## src/rtl/ucore_port_responder.sv

```systemverilog
// ucore_port_responder
//
// Purpose:
//   Responder end of a ucore request/response port pair. It accepts one
//   request at a time from a ucore FSM initiator. After WAIT_CYC wait states
//   it serves a read or write from a local register array. It then holds a
//   response until the initiator takes it.
//
// Parameters:
//   ADDR_W    request address width
//   DATA_W    data width
//   DEPTH     implemented words (1..2**ADDR_W); addresses >= DEPTH are unmapped
//   WAIT_CYC  wait states between accept and response (0..255)
//
// Ports:
//   clk        in   rising-edge clock
//   areset     in   asynchronous active-high reset
//   req_valid  in   request present
//   req_ready  out  request can be accepted (IDLE and out of reset)
//   req_we     in   1 = write, 0 = read
//   req_addr   in   word address
//   req_wdata  in   write data
//   rsp_valid  out  response present
//   rsp_ready  in   initiator takes the response
//   rsp_rdata  out  read data, or echo of the write data
//   rsp_err    out  unmapped-access flag
//   busy       out  request outstanding
//
// Configuration:
//   UCORE_RESP_ERR_EN  when defined, rsp_err flags responses to unmapped
//                      addresses. Otherwise rsp_err is tied to 0.

module ucore_port_responder #(
  parameter int ADDR_W   = 4,
  parameter int DATA_W   = 32,
  parameter int DEPTH    = 16,
  parameter int WAIT_CYC = 2
) (
  input  logic              clk,
  input  logic              areset,
  input  logic              req_valid,
  output logic              req_ready,
  input  logic              req_we,
  input  logic [ADDR_W-1:0] req_addr,
  input  logic [DATA_W-1:0] req_wdata,
  output logic              rsp_valid,
  input  logic              rsp_ready,
  output logic [DATA_W-1:0] rsp_rdata,
  output logic              rsp_err,
  output logic              busy
);

  typedef enum logic [1:0] {
    S_IDLE,
    S_WAIT,
    S_RESP
  } state_t;

  localparam logic [7:0]      WAIT_L  = 8'(WAIT_CYC);
  localparam logic [ADDR_W:0] DEPTH_L = (ADDR_W + 1)'(DEPTH);

  state_t state, state_next;
  logic [7:0] cnt, cnt_next;
  logic       run_q;

  logic              cap_we;
  logic [ADDR_W-1:0] cap_addr;
  logic [DATA_W-1:0] cap_wdata;

  logic [DATA_W-1:0] mem [DEPTH];

  logic              accept;
  logic              enter_resp;
  logic              op_we;
  logic [ADDR_W-1:0] op_addr;
  logic [DATA_W-1:0] op_wdata;
  logic              op_mapped;

  // run_q is low while areset is asserted. It sets on the first edge after
  // release, so req_ready stays low through reset and rises one cycle later.
  assign req_ready = (state == S_IDLE) && run_q;
  assign accept    = req_valid && req_ready;
  assign rsp_valid = (state == S_RESP);
  assign busy      = (state != S_IDLE);

  // With WAIT_CYC=0 the accept edge is also the commit edge. At that point
  // the captured fields are not loaded yet, so the live request is used.
  assign op_we     = (state == S_IDLE) ? req_we    : cap_we;
  assign op_addr   = (state == S_IDLE) ? req_addr  : cap_addr;
  assign op_wdata  = (state == S_IDLE) ? req_wdata : cap_wdata;
  assign op_mapped = ({1'b0, op_addr} < DEPTH_L);

  assign enter_resp = (state_next == S_RESP) && (state != S_RESP);

  // NOTE: every always_comb output gets a default first so that no path
  // leaves it unassigned; an unassigned path would infer a latch.
  always_comb begin
    state_next = state;
    cnt_next   = cnt;
    case (state)
      S_IDLE: begin
        if (accept) begin
          cnt_next   = WAIT_L;
          state_next = (WAIT_L != 8'd0) ? S_WAIT : S_RESP;
        end
      end
      S_WAIT: begin
        // cnt is loaded non-zero on entry, so it never wraps here.
        cnt_next = cnt - 8'd1;
        if (cnt == 8'd1) state_next = S_RESP;
      end
      S_RESP: begin
        if (rsp_ready) state_next = S_IDLE;
      end
      default: state_next = S_IDLE;
    endcase
  end

  // NOTE: sequential state uses non-blocking assignments only, so every
  // register samples pre-edge values regardless of statement order.
  always_ff @(posedge clk or posedge areset) begin
    if (areset) begin
      state     <= S_IDLE;
      cnt       <= 8'd0;
      run_q     <= 1'b0;
      cap_we    <= 1'b0;
      cap_addr  <= '0;
      cap_wdata <= '0;
      rsp_rdata <= '0;
    end else begin
      state <= state_next;
      cnt   <= cnt_next;
      run_q <= 1'b1;
      if (accept) begin
        cap_we    <= req_we;
        cap_addr  <= req_addr;
        cap_wdata <= req_wdata;
      end
      // Response data is registered on entry to RESP and held from then on.
      if (enter_resp) begin
        if (op_we)          rsp_rdata <= op_wdata;
        else if (op_mapped) rsp_rdata <= mem[op_addr];
        else                rsp_rdata <= '0;
      end
    end
  end

  // NOTE: the array must read as zero after reset, so it is cleared word by
  // word. That keeps it out of RAM macros, which is acceptable at this size.
  // Writes to unmapped addresses are dropped.
  always_ff @(posedge clk or posedge areset) begin
    if (areset) begin
      for (int i = 0; i < DEPTH; i++) mem[i] <= '0;
    end else if (enter_resp && op_we && op_mapped) begin
      mem[op_addr] <= op_wdata;
    end
  end

`ifdef UCORE_RESP_ERR_EN
  logic err_q;

  always_ff @(posedge clk or posedge areset) begin
    if (areset)          err_q <= 1'b0;
    else if (enter_resp) err_q <= !op_mapped;
  end

  assign rsp_err = err_q;
`else
  assign rsp_err = 1'b0;
`endif

endmodule

```

## config.mk

```make
export PLATFORM = sky130hd
export DESIGN_NAME = ucore_port_responder
export DESIGN_NICKNAME = d
export VERILOG_FILES = /design/src/rtl/ucore_port_responder.sv
export SDC_FILE = /design/constraint.sdc
export NUM_CORES = 1
export LEC_CHECK = 0
export BUFFER_PORTS_ARGS = -buffer_cell sky130_fd_sc_hd__buf_2
export CORE_ASPECT_RATIO = 1.5
export CORE_MARGIN = 2
export CORE_UTILIZATION = 57
export DETAILED_ROUTE_END_ITERATION = 6
export PLACE_DENSITY_LB_ADDON = 0.12
export SLEW_MARGIN = 30
export SYNTH_ARGS = -nofsm -noshare
export SYNTH_HDL_FRONTEND = slang
export SYNTH_SLANG_ARGS = --single-unit
```

## constraint.sdc

```tcl
create_clock -name clk -period 20.4 [get_ports clk]
set_input_delay 0 -clock clk [delete_from_list [all_inputs] [get_ports clk]]
set_output_delay 0 -clock clk [all_outputs]
set_load 0.02 [all_outputs]
```

# --- Yosys cells after proc, flatten, opt, wreduce, memory -nomap -nowiden ---
# Index checks and enable logic that the tools add are counted.
word_totals:
  rom_bits: 0
  input_bits: 41
  out_inout_bits: 36
  wordCells: 58
  ram_bits: 0
  n_memories: 0
  register_bits: 592
  latch_bits: 0
classes:
  order_cmp: 2
  shift: 0
  div_mod_pow: 0
  bitwise_logic: 1
  n_eq_ne: 6
  multipliers: 0
  addsub: 1
  n_mux: 16
  reduce_logical: 9
op_table:
  columns: ["operator", "n"]
  rows:
  - ["512-bit bitwise mux", 1]
  - ["32-bit 2-to-1 mux", 5]
  - ["32-bit binary-select mux with 4-bit select", 1]
  - ["32-bit demux with 4-bit select", 1]
  - ["8-bit one-hot mux with 2 select lines", 1]
  - ["8-bit by 1-bit equality test with 1-bit output, second input constant", 1]
  - ["8-bit 2-to-1 mux", 1]
  - ["8-bit by 1-bit subtractor with 8-bit output, second input constant", 1]
  - ["2-bit 2-to-1 mux", 3]
  - ["2-bit one-hot mux with 3 select lines", 1]
  - ["5-bit >= comparator, second input constant", 1]
  - ["1-bit logical AND", 5]
  - ["5-bit by 1-bit less-than comparator with 1-bit output, second input constant", 1]
  - ["4-bit NOT with 5-bit output", 1]
  - ["2-bit equality test, second input constant", 2]
  - ["4-bit 2-to-1 mux", 1]
  - ["2-bit != test, second input constant", 2]
  - ["2-bit nonzero test", 2]
  - ["2-bit by 1-bit equality test with 1-bit output, second input constant", 1]
  - ["2-bit zero test", 1]
  - ["2-bit AND reduction", 1]
  - ["1-bit 2-to-1 mux", 1]

# --- Longest topological paths before layout ---
# Gate-level depths: netlist of the first run.
logic_depth:
  word_depth: 8
  ltp_mapped: 10

# --- Worst setup path after synthesis of the first run ---
# Ideal clock, no wire load.
synth_path:
  path_type: "register to register"
  startpoint: "register state[1]"
  endpoint: "register mem[275] in the netlist's numbering"
  setup_ns: 0.136
  required_ns: 20.264
  arrival_time_ns: 1.843
  n_path_buf: 4
  path_stages_with_launch: 8
  slack_ns: 18.420
  path_cell_list: "dfrtp_1 -> buf_6 -> nor2_8 -> buf_6 -> buf_4 -> mux2i_1 -> clkbuf_1 -> o21ai_0"
synth_between:
  elab_chain_len: 8
synth_rtl:
  columns: ["element", "line", "source"]
  rows:
  - ["start, declared", "62", "state_t state, state_next;"]
  - ["start signal, assigned", "131", "state <= state_next;"]
  - ["2-bit zero test", null, null]
  - ["4-bit 2-to-1 mux or 1-bit logical AND (tied branches)", "89, 81", null]
  - ["4-bit NOT with 5-bit output (implied by the code) or 1-bit logical AND (tied branches)", "155, 82", null]
  - ["5-bit >= comparator (implied by the code), or another cell as far along", "155", "mem[op_addr] <= op_wdata;"]
  - ["1-bit logical AND (implied by the code) or 2-bit one-hot mux with 3 select lines (tied branches)", "155, 100", null]
  - ["32-bit 2-to-1 mux (implied by the code) or 2-bit equality test (tied branches)", "155, 93", null]
  - ["32-bit demux with 4-bit select or 1-bit logical AND (tied branches)", "155, 93", null]
  - ["512-bit bitwise mux or 1-bit logical AND (tied branches)", "155, 154", null]
  - ["end signal, assigned by index", "155", null]
  - ["end, declared", "70", "logic [DATA_W-1:0] mem [DEPTH];"]
# Parallel ways exist; a longest one is shown, timed or not.
# A chain may end at the register's enable or synchronous reset.

# --- Final worst setup path of the first run ---
layout_path:
  startpoint: "register state[1]"
  endpoint: "register mem[468] in the netlist's numbering"
# Same word-level chain as after synthesis.

==> results by stage, run 1 <==
Placed design:
- At the end of routability-driven placement, the weighted congestion stood at 0.787.
- The post-place instance area is 0.0257 mm2.
- The count of input and output buffers is 75.
- The half-perimeter wire length of the detailed placement result is 36200 um.

Critical path:
- Among the stages of the critical path, the cell type that occurs most often is sky130_fd_sc_hd__buf_4.
- The cell with the biggest individual delay on the critical path is sky130_fd_sc_hd__buf_4.
- The element type at the critical path start is a flip-flop.
- The signal on the critical path passes through nor2_8 > buf_4 > o21ai_4 > buf_4 > buf_4 > nand3b_4 > o21ai_0.
- The data required time at the worst endpoint is 20870 ps.
- The maximum fanout along the worst path is 73.
- The number of cells on the worst reg-to-reg path is 7.
- The classification of the worst setup path is flip-flop to flip-flop.
- The critical path capture point type is a flip-flop.
- At the worst endpoint, the arrival time is 4900 ps.
- The critical path's largest stage delay is 830 ps.

CTS:
- Once the clock tree was built, the setup fixing pass inserted 0 buffers.
- After clock tree synthesis, the flow added hold-fix buffers numbering 39.
- Clock tree synthesis inserted a total of 56 buffers.
- The cell sitting at the root of the clock tree is a sky130_fd_sc_hd__clkbuf_16.
- The clock tree buffer depth is 3.
- For the worst-skew pair, the clock arrives at the later sink with an insertion delay of 600 ps.
- CTS saw 592 sinks.
- Clock-pin slew was measured on the worst setup and hold paths at 60 ps.
- The TritonCTS clock tree is done.
- The post-cts resize count is 0.
- The number of H-tree branching levels is 2.

Power:
- The analysis attributes to cell leakage a power of 12.5 nW.
- For this design the ratio of total power to cell area is 134 mW/mm2.
- IR analysis of the VDD net gives a maximum drop of 0.147 mV.

Yosys:
- The number of register bits inferred by synthesis is 592.
- The netlist area before placement is 0.0253 mm2.
- Synthesis produced a netlist with a net count of 2631.
- In the synthesized netlist the dominant register cell turns out to be sky130_fd_sc_hd__dfrtp_1.
- The sequential-to-total area share from yosys stat is 58.4%.
- Counting flops with a built-in enable in the synthesized netlist gives 0.
- The distinct cell type count after synthesis is 49.
- The Yosys step of the flow raised 0 warnings.
- In the synthesized netlist the async set-or-reset flop fraction comes to 100%.
- A synthesized cell averages 9.79 um2.
- The cell count after synthesis came out at 2588.

STA:
- Setup repair after global routing left no endpoint under its margin.
- The setup total negative slack is 0 ps.
- Setup violations remaining at the end of the flow were counted as 0.
- Across all hold checks on the routed design, the worst slack comes to 133 ps.
- The maximum clock rate is 226 MHz.
- The total count of max-transition violations in the final report is 0.
- The hold violation count in the final report is 0.
- After layout, the worst path uses 21.7% of the clock period.
- Clock skew on the completed layout was measured at 15.9 ps.
- The worst path in the final design needs a cycle of 4430 ps, including I/O delays and setup.
- For the pin with the worst max-slew slack, the measured transition is 1010 ps.
- Measured against its own limit, the worst slew margin works out to 32.6%.

Layout:
- Leaving out fill and tap cells, the most frequent cell in the layout is sky130_fd_sc_hd__dfrtp_1.
- Of the cells placed in the final design, the portion with a size suffix greater than 1 is 10.4%.
- The area growth from synthesis to layout is 11.0%.
- The fill cell instance count of the final layout is 3569.
- The number of antenna diodes in the final layout is 0.
- The final standard cell area without fillers is 0.0281 mm2.
- The count of nets after finishing is 2630.
- In the layout the commonest cells are sky130_fd_sc_hd__dfrtp_1, sky130_fd_sc_hd__nand2_1, sky130_fd_sc_hd__a21oi_1.

Drt:
- The iteration count of the initial detailed-routing pass is 5.
- Once detail routing completed, the nets flagged for antenna violations numbered 0.
- The first-iteration detailed-routing DRC count is 1603.
- In the final routed layout, each cell accounts on average for 21.1 um.
- The total via count after detailed routing is 19400.
- The routed via count divided by cell count is 6.06.
- The final wirelength is 67700 um.
- The number of remaining DRC errors is 0.

Global route:
- The via count of the first global-routing pass is 19400.
- Summed over all layers, the global routing overflow is 0.
- The global-route wire length before repair is 108000 um.
- The initial antenna violation count was 0.
- The overall track demand over capacity in global routing is 29.9%.
- Entering global routing, the biggest net connects 187 pins.

Die:
- The total area inside the core boundary comes to 0.0439 mm2.
- The I/O pin total is 77.
- The x dimension of the die is 176 um.
- The overall die area is 0.0462 mm2.
- The effective utilization at floorplan is 57.8%.
- The floorplan has 94 rows.
- From bottom edge to top edge, the die measures 262 um.

Status:
- The run finished with clean final reports.

Flow run:
- The number of max-cap violations is 0.

Min path:
- In this run the worst hold path is classified as input port to async pin.
Yosys cell counts, types with 2 or more instances:
library cell               instances  area share (%)
sky130_fd_sc_hd__nand3_1           8            0.16
sky130_fd_sc_hd__buf_8             2            0.12
sky130_fd_sc_hd__dfrtp_1         592              58
sky130_fd_sc_hd__nor3_1            3           0.059
sky130_fd_sc_hd__nor2_4            3            0.13
sky130_fd_sc_hd__buf_2            96             1.9
sky130_fd_sc_hd__nor2_1          194             2.9
sky130_fd_sc_hd__or4b_4            2            0.11
sky130_fd_sc_hd__a31oi_4           4            0.34
sky130_fd_sc_hd__buf_6            14            0.62
sky130_fd_sc_hd__nand3b_4          8            0.63
sky130_fd_sc_hd__nand2_1         431             6.4
sky130_fd_sc_hd__nor3b_1           2           0.059
sky130_fd_sc_hd__a21oi_1         417             8.2
sky130_fd_sc_hd__a22oi_1         256             7.6
sky130_fd_sc_hd__mux2i_1          32             1.3
sky130_fd_sc_hd__nor4b_2           2            0.12
sky130_fd_sc_hd__inv_1             6           0.089
sky130_fd_sc_hd__nor2b_1           4           0.099
sky130_fd_sc_hd__clkbuf_1         82             1.2
sky130_fd_sc_hd__nor4_1           32            0.79
sky130_fd_sc_hd__o21ai_1          94             1.9
sky130_fd_sc_hd__ha_1              2           0.099
sky130_fd_sc_hd__buf_1             2           0.030
sky130_fd_sc_hd__o311ai_0          2           0.069
sky130_fd_sc_hd__conb_1            2           0.030
sky130_fd_sc_hd__o21ai_0         236             4.7
sky130_fd_sc_hd__o41ai_1           2           0.069
sky130_fd_sc_hd__buf_4            33            0.98
sky130_fd_sc_hd__o21ai_4           2            0.13
sky130_fd_sc_hd__nand2b_1          5            0.12
report_power, final:
part	switching, mW	total, mW	internal (mW)
registers	0.136	1.53	1.40
clock network	0.453	1.11	0.653
logic	0.837	1.14	0.308
kinds of logic after synthesis:
family,after synthesis,share of synthesized area [%]
compound gates,1016,23.1
xor+xnor,1,0.0346
fa+ha+maj,2,0.0987
buf+inv,237,4.98
flops,592,58.4
mux,33,1.32
other cells,2,0.0296
simple gates,705,12.0
through the flow:
stage / worst slack [ps] / std cells / util [%] / power, mW
after global routing: 15740 / 3209 / 64.2 / 3.96
after detailed placement: 16060 / 3065 / 58.7 / 2.68
after floorplan: 3830 / 2588 / - / 2.31
after global placement: 16170 / 3065 / 58.7 / 2.64
final: 15970 / 3209 / 64.2 / 3.78
after CTS: 16010 / 3208 / 64.1 / 3.78
state kept, by name (all words and copies together) (netlist names):
register and count:
mem 512, cap_wdata 32, rsp_rdata 32, cnt 8, cap_addr 4, state 2, cap_we 1, run_q 1
cell type report:
| cell class | count | area (um2) | area share [%] |
|---|---|---|---|
| clock buffer | 79 | 1660 | 5.90 |
| tap | 576 | 721 | 2.56 |
| multi-input combinational | 1759 | 9350 | 33.2 |
| clock inverter | 25 | 304 | 1.08 |
| inverter | 7 | 33.8 | 0.120 |
| timing repair buffer | 171 | 1260 | 4.49 |
| sequential | 592 | 14800 | 52.6 |
worst paths after layout:
path,from,end,slack [ps]
worst max register to register,state[1]$_DFF_PP0_,mem[468]$_DFFE_PP0P_,15970
worst max-delay path,state[1]$_DFF_PP0_,mem[468]$_DFFE_PP0P_,15970
worst min-delay path,areset,mem[111]$_DFFE_PP0P_,130
max in group asynchronous,areset,mem[283]$_DFFE_PP0P_,17910
worst min register to register,cap_wdata[1]$_DFFE_PP0P_,cap_wdata[1]$_DFFE_PP0P_,470
min in group clk,rsp_ready,state[1]$_DFF_PP0_,130
per-layer routing:
| metal | track usage (%) | vias to the layer above | part of all wire (%) |
|---|---|---|---|
| met5 | 0 | - | 0 |
| met4 | 10.7 | 0 | 3.2 |
| met3 | 3.81 | 124 | 5.6 |
| met2 | 51.2 | 618 | 51 |
| met1 | 39.3 | 9617 | 41 |
| li1 | - | 9078 | - |
critical path, delay by kind of cell, from the launching register on:
kind	cells	cell delay (ps)
AO/OA/AOI/OAI	2	690
AND/OR/NAND/NOR	2	910
flip-flops	1	630
buffers and inverters	3	1970
Power figures use the tool's default switching activity.
==> inputs of run 2 (changes only) <==
--- a/config.mk
+++ b/config.mk
@@ -5,6 +5,7 @@
 export SDC_FILE = /design/constraint.sdc
 export NUM_CORES = 1
 export LEC_CHECK = 0
+export ABC_AREA = 1
 export BUFFER_PORTS_ARGS = -buffer_cell sky130_fd_sc_hd__buf_2
 export CORE_ASPECT_RATIO = 1.5
 export CORE_MARGIN = 2
==> constraint.sdc (replaced) <==
create_clock -name clk -period 4.55 [get_ports clk]
set_input_delay 0 -clock clk [delete_from_list [all_inputs] [get_ports clk]]
set_output_delay 0 -clock clk [all_outputs]
set_load 0.02 [all_outputs]
==> run 2 against run 1 <==
Worst hold slack got worse by 91 ps. Combinational power rose to 7.1 times the previous value. Wire length rose by 28%. Final area rose by 12%. Non-clock buffer count rose by 20. Die area rose by 11%. Highest routed layer unchanged. Clock power rose to 4.2 times the previous value. Global-route usage rose by 4.9 points.
==> results by stage, run 2 <==
Status:
- The run finished with clean final reports.

Global route:
- The first global-routing pass estimated 139000 um of wire.
- The total congestion overflow is 0.
- For this run, the total global-route usage over all layers was measured as 34.8%.
- The initial antenna violation count came to 0.
- Entering global routing, the biggest net connects 141 pins.
- The via count of the first global-routing pass was 25200.

Layout:
- The largest registers in the layout are mem (512), cap_wdata (32), rsp_rdata (32).
- The fraction of final layout cells sized beyond drive strength 1 is 7.89%.
- The fill cell instance count of the final layout is 4320.
- The commonest non-fill, non-tap cell in the layout is sky130_fd_sc_hd__nand2_1.
- The register with the most flip-flops in the layout has 512 of them.
- The final antenna diode count is 0.
- The area growth from synthesis to layout is 11.2%.
- At the end of the flow, the number of nets in the layout was 3691.
- Leaving out fill and tap cells, the most frequent cells in the layout are sky130_fd_sc_hd__nand2_1, sky130_fd_sc_hd__dfrtp_1, sky130_fd_sc_hd__o21ai_1.
- Leaving out filler cells and counting taps, the final layout contains 4344.
- mem holds more flip-flops than any other register.

Yosys:
- The number of nets handed over by synthesis was 3726.
- The number of register bits inferred by synthesis is 592.
- After synthesis, the cell types taking the most area are sky130_fd_sc_hd__dfrtp_1, sky130_fd_sc_hd__nand2_1, sky130_fd_sc_hd__o21ai_1.
- The Yosys step of the flow raised 0 warnings.
- Synthesis handed over a netlist of 3683 instances.
- By instance count, the leading cell after synthesis is sky130_fd_sc_hd__nand2_1.
- The async set-or-reset flop fraction in the synthesized netlist is 100%.
- The netlist area before placement is 0.0282 mm2.
- In this run the biggest area consumer among cell types represents 52.5% of the synthesized area.
- The cell type with the largest total area after synthesis is sky130_fd_sc_hd__dfrtp_1.
- The commonest cells after synthesis are sky130_fd_sc_hd__nand2_1, sky130_fd_sc_hd__dfrtp_1, sky130_fd_sc_hd__o21ai_1.
- The number of enable flip-flop cells after synthesis is 0.
- The sequential-to-total area share from yosys stat is 52.5%.
- In this run, distinct cell masters in the synthesized netlist total 30.
- Dividing the synthesized area by the synthesized cell count gives 7.66 um2.
- The prevailing post-synth register cell is sky130_fd_sc_hd__dfrtp_1.

CTS:
- The latest clock arrival within the worst-skew pair is 600 ps.
- In this run the post-CTS setup repair buffer count came out at 0.
- The clock sink total is 592.
- The CTS root buffer is sky130_fd_sc_hd__clkbuf_16.
- The TritonCTS clock tree is done.
- The H-tree was split into 2 levels.
- The clock-pin slew on the worst setup and hold paths is 60 ps.
- In this run the deepest clock path goes through 3 buffers.
- The post-cts resize count is 0.
- The number of buffers inserted during clock tree synthesis is 57.

Critical path:
- The data arrival at the endpoint of the critical path is 4060 ps.
- By startpoint and endpoint, the worst setup path is classified as flip-flop to flip-flop.
- Traced cell by cell, the critical path runs through nor2_4 > nand2_1 > o21ai_4 > buf_4 > nor2_2 > nand3_4 > buf_4 > nand2_1 > o21ai_1.
- The critical path capture point type is a flip-flop.
- Of all nets on the critical path, the largest fanout is 51.
- The element type at the critical path start is a flip-flop.
- The critical path's largest stage delay is 640 ps.
- The data required time at the worst endpoint is 5070 ps.
- The cell with the biggest individual delay on the critical path is sky130_fd_sc_hd__buf_4.

Power:
- IR analysis of the VDD net gives a maximum drop of 0.556 mV.
- Power spread over the standard cell area amounts to 633 mW/mm2.
- The leakage dissipation is 16.0 nW.
- Power comes to 19.9 mW.

Placed design:
- Detailed placement ended at an HPWL of 48800 um.
- The count of input and output buffers is 75.
- Counting tap cells, the placed design contains a total of 4199 instances.
- At the end of routability-driven placement, the weighted congestion stood at 0.822.

STA:
- The maximum clock rate is 283 MHz.
- The total count of max-transition violations in the final report is 0.
- The shortest period the worst path allows is 3540 ps.
- The worst-case hold slack is 41.8 ps.
- The count of endpoints failing setup in the final report is 0.
- The slew of the pin with the lowest slew margin is 1060 ps.
- Setup repair after global routing left no endpoint under its margin.
- The share of the clock period used by the worst path is 77.7%.
- For the final database, setup skew stands at 12.5 ps.
- The hold violation count in the final report came to 0.
- The worst slew slack as a fraction of its limit is 29.5%.

Die:
- The effective utilization at floorplan is 57.8%.
- The core area is 0.0488 mm2.
- The overall die area is 0.0513 mm2.
- The floorplan step set the die height to 276 um.
- From left edge to right edge, the die measures 186 um.
- Row generation in the floorplan step produced 99 rows.
- The I/O pin total is 77.

Drt:
- The first routing iteration left 2459 violations.
- The total via count after detailed routing is 25200.
- The routed via count divided by cell count is 5.81.
- The post-detailed-route wirelength per cell is 19.9 um.
- In this run the remaining antenna-violating nets after routing total 0.
- The iteration count of the initial detailed-routing pass is 6.
- After detailed routing, the number of remaining DRC violations is 0.
- The final wirelength is 86600 um.

Min path:
- The classification of the worst-slack hold path is input port to async pin.

Flow run:
- Max-cap violations in this run came to 0.
run 2: cell types whose count changed in the layout (fill, tap and decap cells not counted), sizes merged, moves of 10 or more:
cell and change:
nand2 +1261, a21oi -413, nand3 +328, o21ai +292, a22oi -256, nor2 -182
inv +82, mux2i -32, nor4 -32, o21bai +32, buf +13, clkinv -10
run 2: cell type report:
class / instances / area (um2) / area share, %
Multi-Input combinational cell: 2718 / 12100 / 38.5
Sequential cell: 592 / 14800 / 47.2
Inverter: 88 / 337 / 1.07
Tap cell: 656 / 821 / 2.62
Clock buffer: 88 / 1750 / 5.56
Timing Repair Buffer: 191 / 1530 / 4.88
Clock inverter: 11 / 67.6 / 0.215
run 2: path summary, 6_finish.rpt:
kind / startpoint / endpoint / slack, ps / cells past startpoint
max: state[1]$_DFF_PP0_ / mem[286]$_DFFE_PP0P_ / 1010 / 9
min: areset / mem[409]$_DFFE_PP0P_ / 40 / 3
max reg2reg: state[1]$_DFF_PP0_ / mem[286]$_DFFE_PP0P_ / 1010 / 9
min reg2reg: cnt[5]$_DFFE_PP0P_ / cnt[5]$_DFFE_PP0P_ / 470 / 1
max in group asynchronous: areset / state[1]$_DFF_PP0_ / 3310 / 4
min in group clk: rsp_ready / state[1]$_DFF_PP0_ / 200 / 3
run 2: where the power goes:
group          internal, mW  switching, mW  total, mW  leakage [nW]
clock network          2.62           2.03       4.65         0.899
logic                  1.80           6.26       8.06          7.00
registers              6.41          0.742       7.15          8.10
run 2: critical path: cells and delay by family, from the launching register on:
family,cells,cell delay [ps]
flip-flops,1,460
AND/OR/NAND/NOR,5,1400
buffers and inverters,2,1280
AO/OA/AOI/OAI,2,270
run 2: metal layers:
| metal | up-vias | GRT usage (%) | routed length, um |
|---|---|---|---|
| met4 | 0 | 18.9 | 5040 |
| met5 | - | 0 | 0 |
| met1 | 12200 | 43.5 | 33500 |
| met3 | 245 | 4.95 | 5980 |
| li1 | 11800 | - | - |
| met2 | 1046 | 58.1 | 42000 |
run 2: repair_timing:
item / CTS / global route
hold endpoints to repair: 217 / 0
setup endpoints to repair: 0 / 0
hold buffers: 46 / 0
run 2: stage by stage:
stage	setup TNS (ps)	utilization, %	cell area [um2]	setup WS [ps]
after floorplan	-2084630	-	28200	-3520
after global placement	0	59.5	29000	1070
after detailed placement	0	59.6	29100	1090
after CTS	0	64.3	31400	1050
after global routing	0	64.3	31400	849
final	0	64.3	31400	1010
run 2: kinds of logic after synthesis:
group                    count (synthesis)  share of synthesized area (%)
buffers and inverters                  373                           5.40
other                                    2                         0.0266
adder cells (fa/ha/maj)                  2                         0.0887
AO/OA/AOI/OAI                          662                           12.2
AND/OR/NAND/NOR                       2052                           29.8
flip-flops                             592                           52.5
==> inputs of run 3 (changes only) <==
--- a/config.mk
+++ b/config.mk
@@ -5,7 +5,7 @@
 export SDC_FILE = /design/constraint.sdc
 export NUM_CORES = 1
 export LEC_CHECK = 0
-export ABC_AREA = 1
+export ABC_AREA = 0
 export BUFFER_PORTS_ARGS = -buffer_cell sky130_fd_sc_hd__buf_2
 export CORE_ASPECT_RATIO = 1.5
 export CORE_MARGIN = 2
==> constraint.sdc (replaced) <==
create_clock -name clk -period 3.52 [get_ports clk]
set_input_delay 0 -clock clk [delete_from_list [all_inputs] [get_ports clk]]
set_output_delay 0 -clock clk [all_outputs]
set_load 0.02 [all_outputs]
==> run 3 against run 2 <==
Utilization rose by 1.4 points. Die area fell by 10%. Clock skew rose by 4.5 ps. Combinational power fell by 8.8%. Critical path depth fell by 2. Worst hold slack improved by 47 ps.
==> results by stage, run 3 (same netlist as run 1, synthesis figures left out) <==
Status:
- The run finished with clean final reports.

Layout:
- The post-route netlist has 12.1% of its cells at a drive strength greater than 1.
- The commonest non-fill, non-tap cell in the layout is sky130_fd_sc_hd__dfrtp_1.
- Compared with the post-synthesis result, the final layout area differs by 13.8%.
- The finished layout holds 3281 standard cells, fillers aside.
- The largest registers in the layout are mem (512), cap_wdata (32), rsp_rdata (32).
- The number of antenna diodes in the final layout is 0.
- Cells fill 65.7% of the core in the end.
- The final layout contains 2706 nets.
- Ranked by flip-flop count, first place goes to mem.
- The flip-flop count of the largest register after layout is 512.
- Leaving out fill and tap cells, the most frequent cells in the layout are sky130_fd_sc_hd__dfrtp_1, sky130_fd_sc_hd__nand2_1, sky130_fd_sc_hd__a21oi_1.

Drt:
- The routed via count divided by cell count is 6.12.
- For this run, the detailed router's first-pass iteration total came to 6.
- The count of nets left with antenna violations once routing finished came out at 0.
- The routed design has 73000 um of wire.
- After detailed routing, the number of remaining DRC violations is 0.
- The detailed router finished its first iteration with 1767 violations.
- The post-detailed-route wirelength per cell is 22.3 um.
- The total via count after detailed routing is 20100.

Power:
- The internal power of the cells totals 13.8 mW.
- The sequential group share of total power is 39.8%.
- Across the VDD grid, the largest voltage drop is 0.489 mV.
- The share of total power dissipated in the clock network is 27.4%.
- Of the total power, combinational logic draws 32.8%.
- Power spread over the standard cell area amounts to 777 mW/mm2.
- The leakage dissipation is 12.9 nW.
- The switching share of power is 38.3%.
- The total net switching power is 8.57 mW.

Flow run:
- The number of max-cap violations is 0.

CTS:
- The clock sink total is 592.
- The CTS root buffer is sky130_fd_sc_hd__clkbuf_16.
- The number of H-tree branching levels is 2.
- Post-CTS timing repair inserted 0 buffers for setup.
- Once the clock tree was built, the resizer swapped 0 gates to a different size.
- TritonCTS built the clock tree.
- The latest clock arrival within the worst-skew pair is 600 ps.
- The clock passes through at most 3 buffers.
- The clock-pin slew on the worst setup and hold paths is 60 ps.
- The number of buffers inserted during clock tree synthesis is 55.

Placed design:
- At the end of routability-driven placement, the weighted congestion stood at 0.831.
- The placed instance count is 3127.
- The HPWL after detailed placement is 44500 um.
- During placement, the flow inserted port buffers numbering 75.

Critical path:
- The critical path starts at state[1]$_DFF_PP0_.
- At the worst endpoint, the required time is 3980 ps.
- On the worst path, the slowest cell contributes a delay of 600 ps.
- The critical path goes through or4b_4 > o21ai_4 > buf_4 > nand3b_4 > buf_4 > nand2_1 > o21ai_0.
- The worst register-to-register path begins at state[1]$_DFF_PP0_.
- The critical path crosses 7 cells after its start point.
- For the worst setup path, the data arrival time is 3350 ps.
- The maximum fanout along the worst path is 28.
- The classification of the worst setup path is flip-flop to flip-flop.
- The critical path ends at mem[333]$_DFFE_PP0P_.
- The number of cells on the worst reg-to-reg path is 7.
- In this run the register-to-register setup slack is 630 ps.
- Grouping stages by cell kind, the critical path spends the most delay in simple AND/OR/NAND/NOR gates.
- The most numerous cell type found on the critical path is sky130_fd_sc_hd__buf_4.
- The element type at the critical path start is a flip-flop.
- The worst path buffer plus inverter count is 2.
- The critical path capture point type is a flip-flop.
- On the critical path, the stage with the largest delay is an instance of sky130_fd_sc_hd__or4b_4.
- The capture instance of the worst register-to-register path is mem[333]$_DFFE_PP0P_.

STA:
- Setup violations remaining at the end of the flow were counted as 0.
- The total count of max-transition violations in the final report is 0.
- The worst slew slack as a fraction of its limit is 44.0%.
- Based on the critical path, the design can be clocked at up to 345 MHz.
- The slew of the pin with the lowest slew margin is 817 ps.
- The hold violation count in the final report is 0.
- The routed design could run at a clock period as short as 2890 ps.
- Setup repair after global routing left no endpoint under its margin.
- The share of the clock period used by the worst path is 82.2%.
- The clock arrives with 17.0 ps of skew.

Die:
- The I/O pin total is 77.
- The overall die area is 0.0462 mm2.
- Once the floorplan was initialized, standard cells occupied 57.8% of the core.
- From left edge to right edge, the die measures 176 um.
- The total area inside the core boundary comes to 0.0439 mm2.
- From bottom edge to top edge, the die measures 262 um.
- The number of cell rows is 94.

Global route:
- The overall track demand over capacity in global routing is 32.4%.
- Entering global routing, the biggest net connects 104 pins.
- The total congestion overflow is 0.
- The first global-routing pass estimated 116000 um of wire.
- The initial antenna violation count came to 0.
- The via count of the first global-routing pass is 20300.

Min path:
- The classification of the worst-slack hold path is input port to flip-flop.
- The worst hold path was traced through 4 stages.
- The worst hold path begins at req_valid.
==> run 3: area by class of cell <==
type / count / area [um2]
Inverter: 7 / 30.0
Clock inverter: 26 / 272
Tap cell: 576 / 721
Sequential cell: 592 / 14800
Fill cell: 3528 / 15000
Multi-Input combinational cell: 1759 / 9330
Timing Repair Buffer: 248 / 2090
Clock buffer: 73 / 1580
==> run 3: worst min path at each step <==
| stage | to | slack, ps |
|---|---|---|
| 5_1_grt | cap_wdata[31]$_DFFE_PP0P_ | 120 |
| 4_1_cts | cap_wdata[2]$_DFFE_PP0P_ | 130 |
| 3_3_place_gp | state[1]$_DFF_PP0_ | 190 |
| 2_1_floorplan | cap_addr[0]$_DFFE_PP0P_ | 110 |
| 3_5_place_dp | mem[140]$_DFFE_PP0P_ | 40 |
| 6_report | cap_wdata[31]$_DFFE_PP0P_ | 90 |
==> run 3: per-stage QoR <==
| step | instance area [um2] | power, mW | setup TNS [ps] | worst slack (ps) | hold WS (ps) |
|---|---|---|---|---|---|
| finish | 28800 | 22.4 | 0 | 625 | 88.9 |
| global route | 28800 | 23.4 | 0 | 472 | 117 |
| CTS | 28800 | 22.4 | 0 | 463 | 125 |
| detailed placement | 26400 | 16.1 | 0 | 667 | 40.1 |
| global placement | 26400 | 15.9 | 0 | 738 | 194 |
| floorplan | 25400 | 13.4 | -2694390 | -4550 | 105 |
==> run 3: power by group through the flow <==
stage / clock network [mW] / logic (mW) / registers, mW
global placement: 0 / 6.95 / 8.97
global route: 6.48 / 7.87 / 9.07
finish: 6.13 / 7.35 / 8.93
detailed placement: 0 / 7.07 / 9.03
floorplan: 0 / 4.44 / 8.98
CTS: 6.21 / 7.24 / 8.91
==> run 3: worst register-to-register path, stage by stage (launching register included) <==
cell and delay (ps):
sky130_fd_sc_hd__dfrtp_1 540, sky130_fd_sc_hd__or4b_4 600, sky130_fd_sc_hd__o21ai_4 240, sky130_fd_sc_hd__buf_4 470
sky130_fd_sc_hd__nand3b_4 330, sky130_fd_sc_hd__buf_4 370, sky130_fd_sc_hd__nand2_1 140, sky130_fd_sc_hd__o21ai_0 80
==> run 3: timing repair <==
item,in CTS,in global routing
setup endpoints to repair,0,0
endpoints found under the hold margin,590,0
hold buffers,55,0
==> run 3: metal layers <==
| metal | vias to the layer above | part of all wire [%] | global-route usage, % |
|---|---|---|---|
| li1 | 9238 | - | - |
| met1 | 9971 | 40 | 42.6 |
| met2 | 683 | 50 | 54.6 |
| met3 | 176 | 5.5 | 4.29 |
| met4 | 0 | 3.9 | 12.6 |
| met5 | - | 0 | 0 |
